--- src/rtl/mod_74x163_cnt_if.sv ---
// Control/data bundle for the cascaded 74x163-style counter.
// DIR is only present when CNT_DOWN_EN is defined.
interface mod_74x163_cnt_if #(
  parameter int WIDTH = 4
);
  localparam int N = WIDTH / 4;

  logic             LD;
  logic [WIDTH-1:0] D;
  logic             ENP;
  logic             ENT;
`ifdef CNT_DOWN_EN
  logic             DIR;
`endif
  logic [WIDTH-1:0] Q;
  logic [N-1:0]     CO;
  logic             RCO;

  modport master (
    output LD, D, ENP, ENT,
`ifdef CNT_DOWN_EN
    output DIR,
`endif
    input  Q, CO, RCO
  );

  modport slave (
    input  LD, D, ENP, ENT,
`ifdef CNT_DOWN_EN
    input  DIR,
`endif
    output Q, CO, RCO
  );
endinterface

--- src/rtl/mod_74x163_cnt.sv ---
// Presettable synchronous binary counter of WIDTH/4 cascaded 74x163 nibble stages.
// Q updates one cycle after sampled inputs; CO/RCO are combinational. Define CNT_DOWN_EN for up/down.
module mod_74x163_cnt #(
  parameter int WIDTH = 4
) (
  input logic              CLK,
  input logic              RST,
  mod_74x163_cnt_if.slave  bus
);
  localparam int N = WIDTH / 4;

  logic             up;
  logic [N-1:0]     t_en;
  logic [N-1:0]     co;
  logic [WIDTH-1:0] q;

`ifdef CNT_DOWN_EN
  assign up = bus.DIR;
`else
  assign up = 1'b1;
`endif

  for (genvar i = 0; i < N; i++) begin : g_stage
    logic [3:0] nib;
    logic       at_term;

    if (i == 0) begin : g_first
      assign t_en[i] = bus.ENT;
    end else begin : g_next
      assign t_en[i] = co[i-1];
    end

    // Terminal nibble is all-ones counting up, all-zeros counting down.
    assign at_term = up ? (nib == 4'hF) : (nib == 4'h0);
    assign co[i]   = t_en[i] & at_term;

    always_ff @(posedge CLK) begin
      if (RST) begin
        nib <= 4'h0;
      end else if (bus.LD) begin
        nib <= bus.D[4*i +: 4];
      end else if (bus.ENP && t_en[i]) begin
        nib <= up ? nib + 4'd1 : nib - 4'd1;
      end
    end

    assign q[4*i +: 4] = nib;
  end

  assign bus.Q   = q;
  assign bus.CO  = co;
  assign bus.RCO = co[N-1];
endmodule

--- src/flat_wrapper.sv ---
// flat-port wrapper written by rule: the top's interface ports become plain ports
module mod_74x163_cnt_flat 
#(
  parameter int WIDTH = 4
)
  (CLK, RST, bus_LD, bus_D, bus_ENP, bus_ENT, bus_Q, bus_CO, bus_RCO);
  mod_74x163_cnt_if #(.WIDTH(WIDTH)) bus_i ();
  input logic CLK;
  input logic RST;
  input wire logic [$bits(bus_i.LD)-1:0] bus_LD;
  input wire logic [$bits(bus_i.D)-1:0] bus_D;
  input wire logic [$bits(bus_i.ENP)-1:0] bus_ENP;
  input wire logic [$bits(bus_i.ENT)-1:0] bus_ENT;
  output wire logic [$bits(bus_i.Q)-1:0] bus_Q;
  output wire logic [$bits(bus_i.CO)-1:0] bus_CO;
  output wire logic [$bits(bus_i.RCO)-1:0] bus_RCO;
  assign bus_i.LD = bus_LD;
  assign bus_i.D = bus_D;
  assign bus_i.ENP = bus_ENP;
  assign bus_i.ENT = bus_ENT;
  assign bus_Q = bus_i.Q;
  assign bus_CO = bus_i.CO;
  assign bus_RCO = bus_i.RCO;
  mod_74x163_cnt #(.WIDTH(WIDTH)) u_core (.CLK(CLK), .RST(RST), .bus(bus_i));
endmodule
--- config.mk ---
export PLATFORM = sky130hd
export DESIGN_NAME = mod_74x163_cnt_flat
export DESIGN_NICKNAME = d
export VERILOG_FILES = /design/src/rtl/mod_74x163_cnt_if.sv /design/src/rtl/mod_74x163_cnt.sv /design/src/flat_wrapper.sv
export SDC_FILE = /design/constraint.sdc
export NUM_CORES = 1
export LEC_CHECK = 0
export ABC_AREA = 0
export ABC_CLOCK_PERIOD_IN_PS = 1300
export BUFFER_PORTS_ARGS = -buffer_cell sky130_fd_sc_hd__buf_2
export CAP_MARGIN = 30
export CORE_AREA = 2 2 39 41
export DETAILED_ROUTE_END_ITERATION = 6
export DIE_AREA = 0 0 41 43
export PLACE_DENSITY = 0.38
export SYNTH_ARGS = -nofsm -noshare
export SYNTH_HDL_FRONTEND = slang
export SYNTH_SLANG_ARGS = --single-unit
--- constraint.sdc ---
create_clock -name CLK -period 1.3 [get_ports CLK]
set_input_delay 0 -clock CLK [delete_from_list [all_inputs] [get_ports CLK]]
set_output_delay 0 -clock CLK [all_outputs]
set_load 0.02 [all_outputs]
# == After elaboration in Yosys (flattened, before gate mapping) ==
# Index checks and enable logic that the tools add are counted.
# totals
ramBits,0
memories,0
register_bits,4
latch_bits,0
rom_bits,0
# classes
order_cmp,0
mux,2
eq_ne,1
reduce_logical,2
add_sub_neg,1
n_shift,0
multipliers,0
n_bitwise,1
n_div,0
# ops
cell,n
2-to-1 mux 4 bit,2
"adder 4 x 1 -> 4 bit, second input constant",1
"equality test 4 bit, second input constant",1
nonzero test 2 bit,1
AND 1 bit,1
logical AND 1 bit,1

# == Depth between registers and ports, before layout ==
# Gate-level depths: netlist (run 1).
# depth
depth_word,3
ltp_mapped,4

# == Least setup slack after synthesis (run 1) ==
# OpenSTA, ideal clock, no wires.
# synth_path
path_kind,register to register
startpoint,reg u_core.g_stage[0].nib[0] (netlist: u_core.bus.Q[0])
endpoint,reg u_core.g_stage[0].nib[3] (netlist: u_core.bus.Q[3])
synth_period_minus_slack_ns,1.201
arrival_time_ns,1.110
required_time_ns,1.209
stages_incl_launch_ff,4
path_slack_ns,0.099
path_cell_list,dfxtp_1 nand3_1 or3_1 a311oi_1
# synth_between
elab_chain_len,3
# synth_rtl
element,line_no,text
from (decl),mod_74x163_cnt.sv:24,logic [3:0] nib;
from (signal assigned),mod_74x163_cnt.sv:41,nib <= bus.D[4*i +: 4];
from (signal assigned),mod_74x163_cnt.sv:43,nib <= up ? nib + 4'd1 : nib - 4'd1;
adder 4 x 1 -> 4 bit,mod_74x163_cnt.sv:43,
2-to-1 mux 4 bit,mod_74x163_cnt.sv:42,end else if (bus.ENP && t_en[i]) begin
2-to-1 mux 4 bit,mod_74x163_cnt.sv:40,end else if (bus.LD) begin
# No other way between the ends. The select of a mux whose other input is x is not followed.
# A chain may end at the register's enable or synchronous reset.

# == Worst setup path after layout (run 1) ==
# layout_path
startpoint,reg u_core.g_stage[0].nib[0] (netlist: u_core.bus.Q[0])
endpoint,out bus_CO
# layout_between
elab_chain_len,2
# layout_rtl
element,line_no,text
equality test 4 bit,mod_74x163_cnt.sv:34,assign at_term = up ? (nib == 4'hF) : (nib == 4'h0);
AND 1 bit,mod_74x163_cnt.sv:35,assign co[i] = t_en[i] & at_term;
to (decl),flat_wrapper.sv:15,output wire logic [$bits(bus_i.CO)-1:0] bus_CO;
# No other way between the ends.

==> impl_results.md, run 1 <==
- Worst setup SP type: flip-flop
- Post-CTS setup buffers: 0
- Setup-failing EPs final: 0
- GRT Residual Overflow: 0
- Die width: approximately 41 um
- Worst Tran Pin Value: about 0.22 ns
- Maximum clock frequency: 0.848 GHz
- Cts bufs inserted: 3
- Distinct cells, synth: 14
- Min-delay worst type: input port to flip-flop
- FF-to-FF End: u_core.bus.Q[3]
- Hold Violations, Final: 0
- Ys Warns: 0
- Clock skew: roughly 0.0029 ns
- Dominant cell type by area after synthesis: dfxtp_1
- Max reg flops: 4
- Ant. Diodes: 0
- Largest cells by area after synthesis: dfxtp_1 37%, a311oi_1 8.1%, xor2_1 8.1%, nand3_1 7.0%, a211oi_1 7.0%
- Clk sink count: 4
- Sequential share of the synthesized area: 37.2%
- Worst path arrival time: 1.18 ns
- Post-cts resize count: 0
- Avg Cell Area, Syn: 8.61 um^2
- I/O pins: 15
- Post-DP HPWL: between 400 and 500 um
- Fin crit share: 90.7%
- Peak supply drop: roughly 0.25 mV
- Initial antenna violation count: 0
- Worst Setup End Kind: output pin
- Synthesized flop and latch total: 4
- Via density: between 4 and 5
- Iter 0 DRT Violations: 5
- Max Root-Sink Buffers: 2
- Core area: 1380 um^2
- Hold Crit Endpoint: u_core.bus.Q[3]
- Worst skew pair latency: 0.23 ns
- Final setup TNS: 0 ns
- Post-Syn Nets: 35
- WHS: 0.0441 ns
- Crit path largest cell delay: ~0.38 ns
- Clock Root Buffer: clkbuf_4
- CTS Hold Bufs: 1
- Reg2reg path depth: 3
- Slowest cell on crit path: dfxtp_1
- Most frequent cells in the layout: 14 x buf_2, 4 x nor2_1, 4 x dfxtp_1, 3 x nand3_1, 3 x clkbuf_4
- Power per cell area: between 1000 and 1500 nW/um^2
- RSZ-0062 raised after global routing: no
- Leakage Power: 0.158 nW
- Reg2Reg Setup Slack: 0.18 ns
- Nets: 54
- Reg2Reg Launch Point: u_core.bus.Q[0]
- Post-route ant nets: 0
- Slew Limit Fails: 0
- Setup CP Type: flip-flop to output pin
- Worst slew margin: 85.1%
- Yosys top cell area share: 37.2%
- Area delta synth->final: 53.5%
- Worst path cell trace: ha_1 > and4_2 > buf_2
- Min cycle time layout: between 1 and 1.5 ns
- Commonest non-fill, non-tap cell in the layout: buf_2
- Placer Congestion: approximately 0.62
- Initial core utilization: 15.6%
- Die H: 43 um
- Row cnt: 14
- Vias in the first global route: between 200 and 250
- Mapped Area: between 200 and 250 um^2
- Post-Syn Instances: 25
- Via Count: between 200 and 250
- Worst Path Required: between 1 and 1.5 ns
- Clock-pin slew on the worst setup and hold paths: approximately 0.04 ns
- Crit-path max FO: 4
- Port Buffers: 14
- H-tree levels: 1
- CTS tree: yes
- Max-cap viol count: 0
- Layout cell share with drive strength beyond 1: approximately 45%
- Largest net degree at the start of global routing: 9
- Hold depth: 3
- Wire length per cell: ~9.6 um
- HP Start: bus_D[3]
- GRT Total Usage: 7.72%
- First-pass GRT wire length: 828 um
- Pre-antenna DRT Iters: 2
- DRC violations left: 0
- Status: complete, no violations
- Total wire length: about 550 um
- Die area: 1760 um^2
## routing by layer
metal / part of all wire, % / routed length (um) / global-route usage [%] / up-vias
met2: 41 / 228 / 7.50 / 10
met1: 44 / 246 / 9.58 / 95
met4: 0 / 0 / 8.00 / 0
li1: - / - / - / 128
met3: 14 / 78 / 5.76 / 0
met5: 0 / 0 / 0 / -
## stage by stage
step | std cells | cell area [um^2] | power, mW | worst slack [ns] | util, %
floorplan | 25 | 215 | 0.177 | 0.0990 | -
global placement | 54 | 298 | 0.209 | 0.165 | 21.5
detailed placement | 54 | 298 | 0.208 | 0.169 | 21.5
CTS | 58 | 330 | 0.367 | 0.103 | 23.9
global route | 58 | 330 | 0.388 | 0.0563 | 23.9
finish | 58 | 330 | 0.359 | 0.121 | 23.9
## layout make-up
| class | count | area (um^2) |
|---|---|---|
| clock buffers | 3 | 22.5 |
| multi-input cells | 19 | 124 |
| flip-flops and latches | 4 | 80.1 |
| repair buffers | 15 | 80.1 |
| fillers | 164 | 1050 |
| inverters | 1 | 3.75 |
| well taps | 16 | 20.0 |
## cells by family (layout without fill, tap and decap cells)
family | after synthesis | in the layout | synth area share [%]
xor+xnor | 2 | 2 | 8.14
buf+inv | 2 | 19 | 5.23
compound gates | 5 | 5 | 17.4
simple gates | 11 | 11 | 26.2
flops | 4 | 4 | 37.2
fa+ha+maj | 1 | 1 | 5.81
## critical path: cells and delay by family (launching register included)
| family | cells | cell delay [ns] |
|---|---|---|
| adders and majority gates | 1 | 0.18 |
| buffers and inverters | 1 | 0.16 |
| DFF | 1 | 0.38 |
| and+or+nand+nor | 1 | 0.23 |
## report_power, final
| part | total (mW) | internal (mW) | leakage [nW] | switching [mW] |
|---|---|---|---|---|
| sequential | 0.142 | 0.133 | 0.0333 | 0.00930 |
| combinational | 0.0648 | 0.0285 | 0.111 | 0.0363 |
| clock | 0.152 | 0.103 | 0.0138 | 0.0485 |
| total | 0.359 | 0.265 | 0.158 | 0.0941 |
## synthesized netlist by cell type
master,count
dfxtp_1,4
nor2_1,4
nand3_1,3
a211oi_1,2
a311oi_1,2
xor2_1,2
and4_2,1
buf_4,1
ha_1,1
inv_1,1
nand2_1,1
nand2_2,1
o21ai_0,1
or3_1,1
## how the worst max path moves through the flow
stage                     depth (start not counted)       startpoint              end  slack, ns
after global placement                            4  u_core.bus.Q[0]  u_core.bus.Q[2]       0.17
after floorplan                                   3  u_core.bus.Q[0]  u_core.bus.Q[3]        0.1
after CTS                                         3  u_core.bus.Q[0]           bus_CO       0.10
after detailed placement                          3  u_core.bus.Q[0]  u_core.bus.Q[3]       0.17
final                                             3  u_core.bus.Q[0]           bus_CO       0.12
after global routing                              3  u_core.bus.Q[0]           bus_CO       0.06
(Power assumes the default switching activity.)
==> run 2, diff against run 1 <==
ABC_AREA = 1   (was 0)
PLACE_DENSITY = 0.41   (was 0.38)
==> run 2 against run 1 <==
- die area stayed put
- sequential power is 3% higher
- utilization is 3.0 points higher
- clock power hardly changed
- combinational power is 18% higher
- non-clock buffer count stayed put
- critical path depth is 1 higher
- register-to-register slack better by 0.10 ns
- worst setup slack better by 0.0093 ns
- cell count is 22% higher
- sequential cell count stayed put
- maximum frequency is 0.80% higher
- critical path type unchanged
- critical endpoint unchanged
- highest routed layer unchanged
==> impl_results.md, run 2 <==
- Worst skew pair latency: between 0.2 and 0.25 ns
- Hold Violations, Final: 0
- Row cnt: 14
- Clock-pin slew on the worst setup and hold paths: 0.04 ns
- Vias in the first global route: between 200 and 250
- Synthesized flop and latch total: 4
- Worst path arrival time: 1.17 ns
- Maximum clock frequency: roughly 0.86 GHz
- Worst Path Required: 1.30 ns
- WHS: between 0.07 and 0.08 ns
- Largest net degree at the start of global routing: 7
- Area delta synth->final: 47.0%
- Crit-path max FO: 5
- DRC violations left: 0
- Sequential share of the synthesized area: a little under a third
- Clock Root Buffer: clkbuf_4
- Avg Cell Area, Syn: roughly 6.7 um^2
- Most frequent cells in the layout: 14 x buf_2, 10 x nand2_1, 5 x nand3_1, 4 x nor2_1
- Setup-failing EPs final: 0
- Reg2reg path depth: 4
- Final setup TNS: 0 ns
- Min cycle time layout: ~1.2 ns
- Max reg flops: 4
- Iter 0 DRT Violations: 2
- Distinct cells, synth: 15
- Die width: between 40 and 50 um
- CP Launch Point: u_core.bus.Q[1]
- Layout cell share with drive strength beyond 1: a little over two fifths
- Placer Congestion: between 0.6 and 0.7
- Leakage Power: 0.197 nW
- Top cells by count, synth: 10 x nand2_1, 5 x nand3_1, 5 x nor2_1
- Mapped Area: 253 um^2
- Number of synthesized flops with an enable pin: 0
- Final total power: between 0.3 and 0.4 mW
- Post-Syn Instances: 38
- Most used flip-flop cell after synthesis: dfxtp_1
- Ys Warns: 0
- Initial core utilization: between 10% and 20%
- CTS tree: yes
- Max Root-Sink Buffers: 2
- Slowest cell on crit path: dfxtp_1
- HP Start: bus_D[2]
- Worst setup SP type: flip-flop
- Clk sink count: 4
- Core area: 1380 um^2
- Total wire length: roughly 600 um
- Initial antenna violation count: 0
- H-tree levels: 1
- Die area: 1760 um^2
- Nets: between 60 and 70
- GRT Total Usage: roughly 7.6%
- Post-CTS setup buffers: 0
- Power per cell area: ~1000 nW/um^2
- Worst Setup End Kind: output pin
- Fraction of registers with async set/reset: 0%
- Post-DP HPWL: 521 um
- Reg2Reg Launch Point: u_core.bus.Q[1]
- Min-delay worst type: input port to flip-flop
- Post-Syn Nets: 48
- RSZ-0062 raised after global routing: no
- Slew Limit Fails: 0
- Commonest non-fill, non-tap cell in the layout: buf_2
- Fin crit share: around nine tenths
- Peak supply drop: between 0.3 and 0.4 mV
- Setup CP Type: flip-flop to output pin
- Pre-CTS setup slack: 0.251 ns
- Yosys top cell area share: between 30% and 40%
- Ant. Diodes: 0
- Worst Tran Pin Value: around 0.22 ns
- Largest cells by area after synthesis: dfxtp_1 32%, nand2_1 15%, nand3_1 9.9%, nor2_1 7.4%, a21oi_1 5.9%
- Crit path largest cell delay: roughly 0.38 ns
- Max-cap viol count: 0
- Wire length per cell: 8.49 um
- Pre-antenna DRT Iters: 2
- First-pass GRT wire length: between 800 and 900 um
- Via Count: 300
- Port Buffers: 14
- Dominant cell type by area after synthesis: dfxtp_1
- Cts bufs inserted: 3
- Placed Cells: 67
- Die H: between 40 and 50 um
- I/O pins: 15
- Reg2Reg Setup Slack: approximately 0.28 ns
- Most frequent cell after synthesis: nand2_1
- Clock skew: 0.00336 ns
- Worst path cell trace: ha_1 > nand2_1 > nor2_2 > buf_2
- FF-to-FF End: u_core.bus.Q[1]
- Cell Count, Final, Fillers Out: slightly above 70
- Post-route ant nets: 0
- Status: complete, no violations
- Worst slew margin: between 80% and 90%
- GRT Residual Overflow: 0
- Setup crit end: bus_CO
- Worst Slack Setup Final: around 0.13 ns
- Via density: 4.23
run 2: cell types whose count changed in the layout (fill, tap and decap cells not counted), moves of 2 or more:
| cell | before | now |
|---|---|---|
| nand2_1 | 1 | 10 |
| a211oi_1 | 2 | 0 |
| a311oi_1 | 2 | 0 |
| a21oi_1 | 0 | 3 |
| nor2_2 | 0 | 2 |
| nand3_1 | 3 | 5 |
run 2: area by class of cell:
type | count | area [um^2]
fillers | 170 | 1010
multi-input cells | 30 | 156
flip-flops and latches | 4 | 81.3
repair buffers | 15 | 80.1
clock buffers | 3 | 22.5
well taps | 16 | 20.0
inverters | 3 | 11.3
run 2: worst min path at each step:
stage	cells after the start	slack [ns]	end
finish	5	0.07	u_core.bus.Q[2]
global route	5	0.1	u_core.bus.Q[2]
CTS	5	0.07	u_core.bus.Q[2]
detailed placement	2	0.23	u_core.bus.Q[2]
global placement	2	0.23	u_core.bus.Q[2]
floorplan	1	0.07	u_core.bus.Q[3]
run 2: routing by layer:
| layer | part of all wire (%) | vias to the layer above | track usage (%) |
|---|---|---|---|
| met5 | 0 | - | 0 |
| met4 | 0 | 0 | 2.00 |
| met3 | 9.3 | 0 | 4.71 |
| met2 | 48 | 11 | 11.6 |
| met1 | 42 | 129 | 8.63 |
| li1 | - | 160 | - |
run 2: logic make-up after synthesis:
logic type | Yosys count | share of synthesized area [%]
xor gates and xnor gates | 1 | 3.47
adders and majority gates | 1 | 4.95
AOI/OAI and AO/OA | 4 | 7.92
buffers and inverters | 4 | 7.43
DFF | 4 | 31.7
and+or+nand+nor | 24 | 44.6
run 2: critical path, delay by kind of cell, from the launching register on:
kind | cells | cell delay (ns)
and+or+nand+nor | 2 | 0.18
adders and majority gates | 1 | 0.21
DFF | 1 | 0.38
buffers and inverters | 1 | 0.16
run 2: where the power goes:
part / internal [mW] / switching (mW)
sequential: 0.133 / 0.0124
combinational: 0.0340 / 0.0425
clock: 0.103 / 0.0473
total: 0.270 / 0.102
run 2: repair_timing:
action                                  in CTS  in global routing
endpoints found under the hold margin        3                  0
endpoints found under the setup margin       0                  1
hold buffers                                 1                  0
gates resized for setup                      0                  1
run 2: per-stage QoR:
step / utilization [%] / cell area [um^2]
finish: 26.9 / 372
detailed placement: 24.4 / 338
CTS: 26.8 / 370
global route: 26.9 / 372
global placement: 24.4 / 338
floorplan: - / 255
==> run 3, diff against run 2 <==
CELL_PAD_IN_SITES_DETAIL_PLACEMENT = 1   (was unset)
CELL_PAD_IN_SITES_GLOBAL_PLACEMENT = 2   (was unset)
CORE_AREA = unset   (was 2 2 39 41)
CORE_MARGIN = 2   (was unset)
CORE_UTILIZATION = 18   (was unset)
DIE_AREA = unset   (was 0 0 41 43)
PLACE_DENSITY = 0.7   (was 0.41)
==> run 3 against run 2 <==
- non-clock buffer count stayed put
- largest power group unchanged
- first-iteration DRC count stayed put
- utilization is 1.6 points higher
- hold slack better by 0.013 ns
- routed wire length is 11% higher
- maximum frequency is 0.20% lower
- critical path depth stayed put
==> impl_results.md, run 3 (same netlist as run 2, synthesis figures left out) <==
- Cell Count, Final, Fillers Out: 70
- Initial core utilization: between 10% and 20%
- HP Start: bus_D[2]
- Clock-pin slew on the worst setup and hold paths: around 0.040 ns
- Worst slew margin: a little under nine tenths
- Clock Root Buffer: clkbuf_4
- Worst setup SP type: flip-flop
- Max Root-Sink Buffers: 2
- Maximum clock frequency: about 0.85 GHz
- Clk sink count: 4
- Crit path buf inv count: 1
- Wire length per cell: ~9.6 um
- Core Util, Final: between 20% and 30%
- Placed Cells: 66
- Worst path cell trace: ha_1 > nand2_1 > nor2_2 > buf_2
- Min cycle time layout: approximately 1.2 ns
- Crit-path max FO: 5
- GRT Total Usage: 9.42%
- FILL cells: between 150 and 200
- Post-CTS setup buffers: 0
- Die H: slightly above 40 um
- Die width: 41.5 um
- Total wire length: around 670 um
- Setup CP Type: flip-flop to output pin
- Multi-input logic area: about 160 um^2
- Sequential Power Share: between 30% and 40%
- Comb power frac: about a fifth
- Worst path arrival time: between 1 and 1.5 ns
- Via density: approximately 4.2
- Fin crit share: about nine tenths
- Crit path largest cell delay: about 0.38 ns
- Worst Slack Setup Final: 0.128 ns
- Clk network pwr share: 40.1%
- I/O pins: 15
- Ant. Diodes: 0
- Slew Limit Fails: 0
- Final total power: roughly 0.37 mW
- GRT Residual Overflow: 0
- Worst Path Required: ~1.3 ns
- Internal: between 0.2 and 0.3 mW
- Leakage Power: 0.197 nW
- Switch Pwr: ~0.10 mW
- Max reg flops: 4
- Worst Tran Pin Value: 0.215 ns
- Initial antenna violation count: 0
- Final setup TNS: 0 ns
- Hold Violations, Final: 0
- Post-DP HPWL: ~550 um
- RSZ-0062 raised after global routing: no
- H-tree levels: 1
- Peak supply drop: ~0.50 mV
- Core area: ~1300 um^2
- Worst skew pair latency: between 0.2 and 0.25 ns
- Via Count: around 290
- Reg2Reg Launch Point: u_core.bus.Q[1]
- Power per cell area: between 1000 and 1500 nW/um^2
- Slowest cell on crit path: dfxtp_1
- First-pass GRT wire length: 1200 um
- Status: complete, no violations
- DRC violations left: 0
- Vias in the first global route: approximately 310
- Setup-failing EPs final: 0
- Iter 0 DRT Violations: 2
- Placer Congestion: approximately 0.69
- Pre-CTS setup slack: 0.254 ns
- Layout cell share with drive strength beyond 1: around two fifths
- Cts bufs inserted: 3
- Clock skew: 0.00465 ns
- Port Buffers: 14
- Pre-antenna DRT Iters: 2
- CTS tree: yes
- Largest net degree at the start of global routing: 7
- Row cnt: 13
- Die area: between 1500 and 2000 um^2
- Most frequent cells in the layout: 14 x buf_2, 10 x nand2_1, 5 x nand3_1, 4 x nor2_1
- Crit path max-delay family: flip-flops
- Area delta synth->final: 46.5%
- Min-delay worst type: input port to flip-flop
- Commonest non-fill, non-tap cell in the layout: buf_2
- Nets: between 60 and 70
- Sequential cell area: 81.3 um^2
- Worst Setup End Kind: output pin
- Max-cap viol count: 0
- Switch share: between 20 and 30%
- Post-route ant nets: 0
- CP Launch Point: u_core.bus.Q[1]
-- run 3: timing repair --
item | 4_1_cts | 5_1_grt
endpoints found under the hold margin | 3 | 0
resized for setup | 0 | 1
hold buffers | 1 | 0
endpoints found under the setup margin | 0 | 2
-- run 3: layer usage --
layer	up-vias	share of wire (%)	track usage (%)
met5	-	0	0
met4	0	0	1.94
met3	0	9.3	7.83
met2	11	42	13.1
met1	125	49	11.1
li1	158	-	-
-- run 3: path summary, 6_finish.rpt --
check	slack [ns]	depth (start not counted)	to
max	0.13	4	bus_RCO
min	0.09	5	u_core.bus.Q[2]
max reg2reg	0.27	4	u_core.bus.Q[1]
min reg2reg	0.46	1	u_core.bus.Q[0]
-- run 3: metrics by stage --
stage / area [um^2] / hold slack [ns]
after CTS: 369 / 0.0851
after floorplan: 255 / 0.0691
after detailed placement: 337 / 0.239
final: 370 / 0.0865
after global routing: 370 / 0.139
after global placement: 337 / 0.232
-- run 3: power groups by stage --
| stage | clock network (mW) | registers [mW] | logic [mW] |
|---|---|---|---|
| floorplan | 0 | 0.156 | 0.0338 |
| global placement | 0 | 0.147 | 0.0762 |
| detailed placement | 0 | 0.147 | 0.0765 |
| CTS | 0.160 | 0.145 | 0.0790 |
| global route | 0.172 | 0.148 | 0.0882 |
| finish | 0.150 | 0.146 | 0.0781 |
-- run 3: layout make-up --
type                            instances  share of cell area, %
Inverter                                3                   3.04
Clock buffer                            3                   6.08
Tap cell                               15                   5.07
Timing Repair Buffer                   15                   21.6
Sequential cell                         4                   22.0
Multi-Input combinational cell         30                   42.2
-- run 3: worst reg2reg max path: stages, from the launching register on --
cell and delay, ns:
dfxtp_1 0.38, ha_1 0.26, nand2_1 0.07, nand3_1 0.06, nor3b_2 0.15
